## config.mk

```make
export PLATFORM = sky130hd
export DESIGN_NAME = seq_frame_tx
export DESIGN_NICKNAME = d
export VERILOG_FILES = /design/src/rtl/seq_frame_pkg.sv /design/src/rtl/seq_piso_shreg.sv /design/src/rtl/seq_frame_tx.sv
export SDC_FILE = /design/constraint.sdc
export NUM_CORES = 1
export LEC_CHECK = 0
export CORE_MARGIN = 3
export CORE_UTILIZATION = 45
export CTS_CLUSTER_SIZE = 8
export DETAILED_ROUTE_END_ITERATION = 10
export PLACE_DENSITY = 0.8
export SYNTH_ARGS = -nofsm -noshare
export SYNTH_HDL_FRONTEND = slang
export SYNTH_SLANG_ARGS = --single-unit
```

## constraint.sdc

```tcl
create_clock -name clk -period 1.9 [get_ports clk]
set_clock_uncertainty 0.05 [all_clocks]
set_input_delay 0.38 -clock clk [delete_from_list [all_inputs] [get_ports clk]]
set_output_delay 0.38 -clock clk [all_outputs]
set_load 0.02 [all_outputs]
```

## src/rtl/seq_frame_pkg.sv

```systemverilog
// Shared definitions for the 11010 sync-word serial link.
// Contents:
//   state_e      - transmitter FSM state encoding (3-bit; codes 101..111 unused)
//   DEF_SYNC_LEN - default sync pattern length, shared with the receive-side detector
//   DEF_SYNC_PAT - default sync pattern, sent MSB-first
//   max()        - integer maximum, used for counter sizing
package seq_frame_pkg;

  typedef enum logic [2:0] {
    ST_IDLE   = 3'b000,
    ST_SYNC   = 3'b001,
    ST_DATA   = 3'b010,
    ST_PARITY = 3'b011,
    ST_GAP    = 3'b100
  } state_e;

  localparam int unsigned                 DEF_SYNC_LEN = 5;
  localparam logic [DEF_SYNC_LEN-1:0]     DEF_SYNC_PAT = 5'b11010;

  function automatic int unsigned max(input int unsigned a, input int unsigned b);
    return (a > b) ? a : b;
  endfunction

endpackage

```

## src/rtl/seq_piso_shreg.sv

```systemverilog
// Parallel-in / serial-out payload register for seq_frame_tx.
// Loads a W-bit word, shifts left one bit per enabled cycle, and exposes the
// current MSB. With PAR_EN set it also accumulates the XOR of every bit shifted
// out, so after W shifts parity_o is the even parity of the loaded word.
// Ports:
//   clk_i    - clock, rising edge
//   rst_i    - synchronous active-high reset, clears all state
//   load_i   - load data_i (has priority over shift_i)
//   shift_i  - shift left by one, zero fill
//   data_i   - parallel payload word
//   msb_o    - current MSB (next serial bit)
//   parity_o - running XOR of bits shifted out (0 when PAR_EN is clear)
module seq_piso_shreg #(
  parameter int unsigned W      = 8,
  parameter bit          PAR_EN = 1'b1
) (
  input  logic         clk_i,
  input  logic         rst_i,
  input  logic         load_i,
  input  logic         shift_i,
  input  logic [W-1:0] data_i,
  output logic         msb_o,
  output logic         parity_o
);

  logic [W-1:0] sh_q;

  always_ff @(posedge clk_i) begin
    if (rst_i) begin
      sh_q <= '0;
    end else if (load_i) begin
      sh_q <= data_i;
    end else if (shift_i) begin
      sh_q <= sh_q << 1;
    end
  end

  assign msb_o = sh_q[W-1];

  if (PAR_EN) begin : g_par
    logic par_q;

    always_ff @(posedge clk_i) begin
      if (rst_i) begin
        par_q <= 1'b0;
      end else if (load_i) begin
        par_q <= 1'b0;
      end else if (shift_i) begin
        par_q <= par_q ^ sh_q[W-1];
      end
    end

    assign parity_o = par_q;
  end else begin : g_nopar
    assign parity_o = 1'b0;
  end

endmodule

```

## src/rtl/seq_frame_tx.sv

```systemverilog
// Serial frame transmitter for the 11010 sync-word link.
// Accepts a payload word on a valid/ready handshake and sends, one bit per
// clock and MSB-first: SYNC_PAT, the payload, an optional even-parity bit,
// then IDLE_GAP forced-zero cycles so the downstream detector returns to its
// start state.
// Optional feature: define SEQ_FRAME_TX_PARITY_EN to append the parity bit.
// Ports:
//   clk      - clock, rising edge
//   rst      - synchronous active-high reset
//   in_valid - payload offered
//   in_data  - payload word, sampled on the handshake edge
//   in_ready - transmitter can accept a payload (IDLE and not in reset)
//   outp     - serial bit (0 whenever out_en is 0)
//   out_en   - outp carries a frame bit this cycle
//   busy     - frame or gap in progress
//   state    - current FSM state, for debug
module seq_frame_tx
  import seq_frame_pkg::*;
#(
  parameter int unsigned          DATA_W   = 8,
  parameter int unsigned          SYNC_LEN = DEF_SYNC_LEN,
  parameter logic [SYNC_LEN-1:0]  SYNC_PAT = DEF_SYNC_PAT,
  parameter int unsigned          IDLE_GAP = 2
) (
  input  logic              clk,
  input  logic              rst,
  input  logic              in_valid,
  input  logic [DATA_W-1:0] in_data,
  output logic              in_ready,
  output logic              outp,
  output logic              out_en,
  output logic              busy,
  output logic [2:0]        state
);

  localparam int unsigned CW = $clog2(max(max(SYNC_LEN, DATA_W), max(IDLE_GAP, 1))) + 1;

  localparam logic [CW-1:0] SYNC_RLD = CW'(SYNC_LEN - 1);
  localparam logic [CW-1:0] DATA_RLD = CW'(DATA_W - 1);
  localparam logic [CW-1:0] GAP_RLD  = (IDLE_GAP > 0) ? CW'(IDLE_GAP - 1) : '0;
  localparam state_e        POST_ST  = (IDLE_GAP > 0) ? ST_GAP : ST_IDLE;

`ifdef SEQ_FRAME_TX_PARITY_EN
  localparam bit PAR_EN = 1'b1;
`else
  localparam bit PAR_EN = 1'b0;
`endif

  state_e          state_q, state_d;
  logic [CW-1:0]   cnt_q, cnt_d;
  logic            outp_q, outp_d;
  logic            out_en_q, out_en_d;
  logic            busy_q, busy_d;
  logic            hs;
  logic            msb_w;
  logic            par_w;
  logic            sync_bit;

  assign in_ready = (state_q == ST_IDLE) && !rst;
  assign hs       = in_valid && in_ready;

  seq_piso_shreg #(
    .W      (DATA_W),
    .PAR_EN (PAR_EN)
  ) u_shreg (
    .clk_i    (clk),
    .rst_i    (rst),
    .load_i   (hs),
    .shift_i  (state_d == ST_DATA),
    .data_i   (in_data),
    .msb_o    (msb_w),
    .parity_o (par_w)
  );

  // State register; outputs are registered from the next-state values so the
  // first sync bit is on outp in the cycle right after the handshake edge.
  always_ff @(posedge clk) begin
    if (rst) begin
      state_q  <= ST_IDLE;
      cnt_q    <= '0;
      outp_q   <= 1'b0;
      out_en_q <= 1'b0;
      busy_q   <= 1'b0;
    end else begin
      state_q  <= state_d;
      cnt_q    <= cnt_d;
      outp_q   <= outp_d;
      out_en_q <= out_en_d;
      busy_q   <= busy_d;
    end
  end

  // Next state; the counter reloads on every state entry and counts down to 0.
  always_comb begin
    state_d = state_q;
    cnt_d   = cnt_q;
    case (state_q)
      ST_IDLE: begin
        if (hs) begin
          state_d = ST_SYNC;
          cnt_d   = SYNC_RLD;
        end
      end
      ST_SYNC: begin
        if (cnt_q == '0) begin
          state_d = ST_DATA;
          cnt_d   = DATA_RLD;
        end else begin
          cnt_d = cnt_q - CW'(1);
        end
      end
      ST_DATA: begin
        if (cnt_q == '0) begin
`ifdef SEQ_FRAME_TX_PARITY_EN
          state_d = ST_PARITY;
          cnt_d   = '0;
`else
          state_d = POST_ST;
          cnt_d   = GAP_RLD;
`endif
        end else begin
          cnt_d = cnt_q - CW'(1);
        end
      end
`ifdef SEQ_FRAME_TX_PARITY_EN
      ST_PARITY: begin
        state_d = POST_ST;
        cnt_d   = GAP_RLD;
      end
`endif
      ST_GAP: begin
        if (cnt_q == '0) begin
          state_d = ST_IDLE;
          cnt_d   = '0;
        end else begin
          cnt_d = cnt_q - CW'(1);
        end
      end
      default: begin
        state_d = ST_IDLE;
        cnt_d   = '0;
      end
    endcase
  end

  // Sync bit i is SYNC_PAT[SYNC_LEN-1-i], which equals SYNC_PAT[cnt] while counting down.
  always_comb begin
    sync_bit = 1'b0;
    for (int unsigned i = 0; i < SYNC_LEN; i++) begin
      if (cnt_d == CW'(i)) sync_bit = SYNC_PAT[i];
    end
  end

  // Output decode from the next state. ST_PARITY is unreachable when the
  // parity feature is off, and par_w is then constant 0.
  always_comb begin
    outp_d   = 1'b0;
    out_en_d = 1'b0;
    busy_d   = (state_d != ST_IDLE);
    case (state_d)
      ST_SYNC: begin
        outp_d   = sync_bit;
        out_en_d = 1'b1;
      end
      ST_DATA: begin
        outp_d   = msb_w;
        out_en_d = 1'b1;
      end
      ST_PARITY: begin
        outp_d   = par_w;
        out_en_d = 1'b1;
      end
      default: begin
        outp_d   = 1'b0;
        out_en_d = 1'b0;
      end
    endcase
  end

  assign outp   = outp_q;
  assign out_en = out_en_q;
  assign busy   = busy_q;
  assign state  = state_q;

endmodule

```

==> summary.md <==
| Metric | Value |
|---|---|
| Outcome | finished with violations |
| Violated checks | setup timing |
| ANT cells | 0 |
| Mux cell area share after synthesis | 8.17% |
| Crit. path cell count | 5 |
| Fin cells | 172 |
| RSZ-0062 raised after global routing | true |
| Die ar. | 0.00277 mm^2 |
| Netlist cell types | 40 |
| Clock Tree Buf Depth | 2 |
| H-tree depth | 1 |
| Initial antenna violation count | 0 |
| Vias per cell | 5.42 |
| # DRC | 0 |
| Die height | 52.7 um |
| Syn Nets | 124 |
| Share of cells above drive strength 1 | 27.6% |
| Top FF cell, synth | dfxtp_1 |
| Met3 wire len | 100 um |
| Max FO, Critical Path | 4 |
| Compound-Gate Fraction of Synth Area | 19.7% |
| Simple-Gate Fraction of Synth Area | 26.1% |
| Fill count | 169 |
| Hold Crit Start | u_shreg.sh_q[7]$_SDFFE_PP0P_ |
| Hold Path Depth | 2 |
| Cell Rows | 16 |
| Post-Route WL | 2470 um |
| Main combinational cell family by area after synthesis | simple AND/OR/NAND/NOR gates |
| Max stage delay on crit path | 540 ps |
| Relative slew margins | 61.7% |
| Hold_ws | 446 ps |
| CTS clock-pin slew for the worst setup and hold paths | 100 ps |
| XOR/XNOR Fraction of Synth Area | 1.79% |
| Crit-path slowest cell | or4_4 |
| Initial Utilization | 48.9% |
| Setup violators final | 2 |
| Ys Warns | 0 |
| Final WS setup | -9.36 ps |
| FF-to-FF Start | cnt_q[3]$_SDFF_PP0_ |
| Root buffer cell | clkbuf_4 |
| Grt ovf | 0 |
| Hold WC Path Type | reg -> reg |
| 1st-iter DRT viols | 13 |
| Seq pwr share | 30.5% |
| Fraction of registers with async set/reset | 0% |
| Clock share of power | 12.8% |
| Slew Viols, Final | 0 |
| Post-route ant nets | 0 |
| Worst skew pair latency | 290 ps |
| Register area share after synthesis | 36.8% |
| Area Overhead vs Synth | 37.5% |
| Met2 WL | 1250 um |
| Crit path buffers/inverters | 0 |
| Hold Fails Final Rpt | 0 |
| Switching share of power | 38.4% |
| Most frequent cells in the layout | 18 x buf_4, 15 x nor2_1, 13 x dfxtp_1, 13 x clkdlybuf4s50_1, 10 x a211oi_1 |
| DR vias | 932 |
| Top Family by Delay on Critical Path | simple AND/OR/NAND/NOR gates |
| Crit path from | cnt_q[3]$_SDFF_PP0_ |
| Comb pwr share | 56.7% |
| Placed cells | 167 |
| Maxcap violations | 0 |
| Crit path kind | reg -> reg |
| Final worst path period share | 100% |
| Arr. time, crit path | 2050 ps |
| Largest net degree at the start of global routing | 15 |
| Fin nets | 157 |
| Wire per inst | 14.4 um |
| Post-synth EDFFs | 0 |
| Tightest Pin Transition | 570 ps |
| Core region area | 0.00200 mm^2 |
| Placer congestion estimate | 0.798 |
| Top routing layer in use | met3 |
| Reg2reg path depth | 5 |
| CP Launch Type | flip-flop |
| Minimum clock period | 1910 ps |
| Most common cell after layout, fill and taps aside | buf_4 |
| Internal power | 1.13 mW |
| Worst endpoint required time | 2040 ps |
| Post-Synth Adder-Cell Area | 0% |
| Synthesized area | 980 um^2 |
| CTS tree | yes |
| DRT Pass-1 Iters | 4 |
| Routed metal-1 wirelength | 1120 um |
| Port Buffer Count | 17 |
| Max Fclk | 524 MHz |
| Pwr per Cell Area | 1370 mW/mm^2 |
| Clock sinks | 18 |
| Dpl ws | -184 ps |
| Post-DP HPWL | 1770 um |
| Switching Power | 707 uW |
| First-pass GRT wire length | 4200 um |
| Vias in the first global route | 945 |
| Seq cells post-synth | 18 |
| Lkg Pwr | 0.555 nW |
| TritonCTS Buffers | 3 |
| Max VDD drop | 0.931 mV |
| Width of the die | 52.7 um |
| Overall Global Routing Usage | 20.2% |
| Syn Inst Count | 113 |
| Synthesized area per cell | 8.67 um^2 |
| I/O pins | 18 |
| Worst-path cell chain | or4_4, o22ai_1, and2b_2, mux2i_1, a211oi_1 |
| Crit end category | flip-flop |
==> worst register-to-register path: stages, from the launching register on <==
cell,delay (ps)
dfxtp_2,340
or4_4,540
o22ai_1,280
and2b_2,250
mux2i_1,230
a211oi_1,100
==> final cells by class <==
cell class	count	area [um^2]	area share, %
clock buffers	4	36.3	2.69
inverters	1	3.75	0.279
multi-input cells	85	582	43.2
flip-flops and latches	18	369	27.4
well taps	27	33.8	2.51
repair buffers	37	323	24.0
==> through the flow <==
| stage | instance area [um^2] | power [mW] | utilization (%) | TNS, ps |
|---|---|---|---|---|
| after floorplan | 988 | 1.18 | - | 0 |
| after global placement | 1270 | 1.48 | 63.4 | -868 |
| after detailed placement | 1270 | 1.50 | 63.4 | -1510 |
| after CTS | 1330 | 1.79 | 66.4 | 0 |
| after global routing | 1350 | 1.97 | 67.3 | -915 |
| final | 1350 | 1.84 | 67.3 | -15.8 |
==> cell families (layout without fill, tap and decap cells) <==
| family | count (synthesis) | in the layout |
|---|---|---|
| flip-flops | 18 | 18 |
| multiplexers | 8 | 8 |
| AO/OA/AOI/OAI | 28 | 28 |
| buffers and inverters | 11 | 42 |
| AND/OR/NAND/NOR | 46 | 47 |
| XOR/XNOR | 2 | 2 |
==> power by group through the flow <==
stage / clock, mW / sequential [mW] / combinational (mW)
2_1_floorplan: 0 / 0.577 / 0.606
3_3_place_gp: 0 / 0.554 / 0.923
3_5_place_dp: 0 / 0.558 / 0.942
4_1_cts: 0.237 / 0.559 / 0.991
5_1_grt: 0.259 / 0.571 / 1.14
6_report: 0.236 / 0.560 / 1.04
==> synth_stat cells, drive strengths merged (3+ instances only) <==
library cell | n | area share [%]
nor3 | 3 | 1.5
clkbuf | 4 | 1.5
nand3b | 4 | 3.1
a21oi | 6 | 3.1
mux2i | 8 | 8.2
dfxtp | 18 | 37
nand2 | 3 | 1.1
a211oi | 10 | 7.7
buf | 5 | 4.7
nor2 | 16 | 6.1
and2 | 3 | 2.0
==> timing repair <==
action                                  4_1_cts  5_1_grt
resized for setup                            16        4
hold buffers                                  0        0
endpoints found under the setup margin       15        9
pin swaps                                     3        5
setup buffers                                 1        0
gates cloned                                  0        1
endpoints found under the hold margin         0        0
==> metal layers <==
layer / vias to the layer above / global-route usage [%]
met2: 14 / 33.7
li1: 476 / -
met1: 442 / 24.4
met3: 0 / 6.84
met5: - / 0
met4: 0 / 5.53
==> flip-flops by register name, indices dropped and copies added, names as in the netlist <==
register,cells
outp,1
state,3
u_shreg.sh_q,8
cnt_q,4
out_en,1
busy,1
==> path summary, 6_finish.rpt <==
| kind | slack [ps] | endpoint |
|---|---|---|
| max | -9 | u_shreg.sh_q[1]$_SDFFE_PP0P_ |
| min | 450 | outp$_SDFF_PP0_ |
| max reg2reg | -9 | u_shreg.sh_q[1]$_SDFFE_PP0P_ |
| min reg2reg | 450 | outp$_SDFF_PP0_ |
Power figures use the tool's default switching activity.
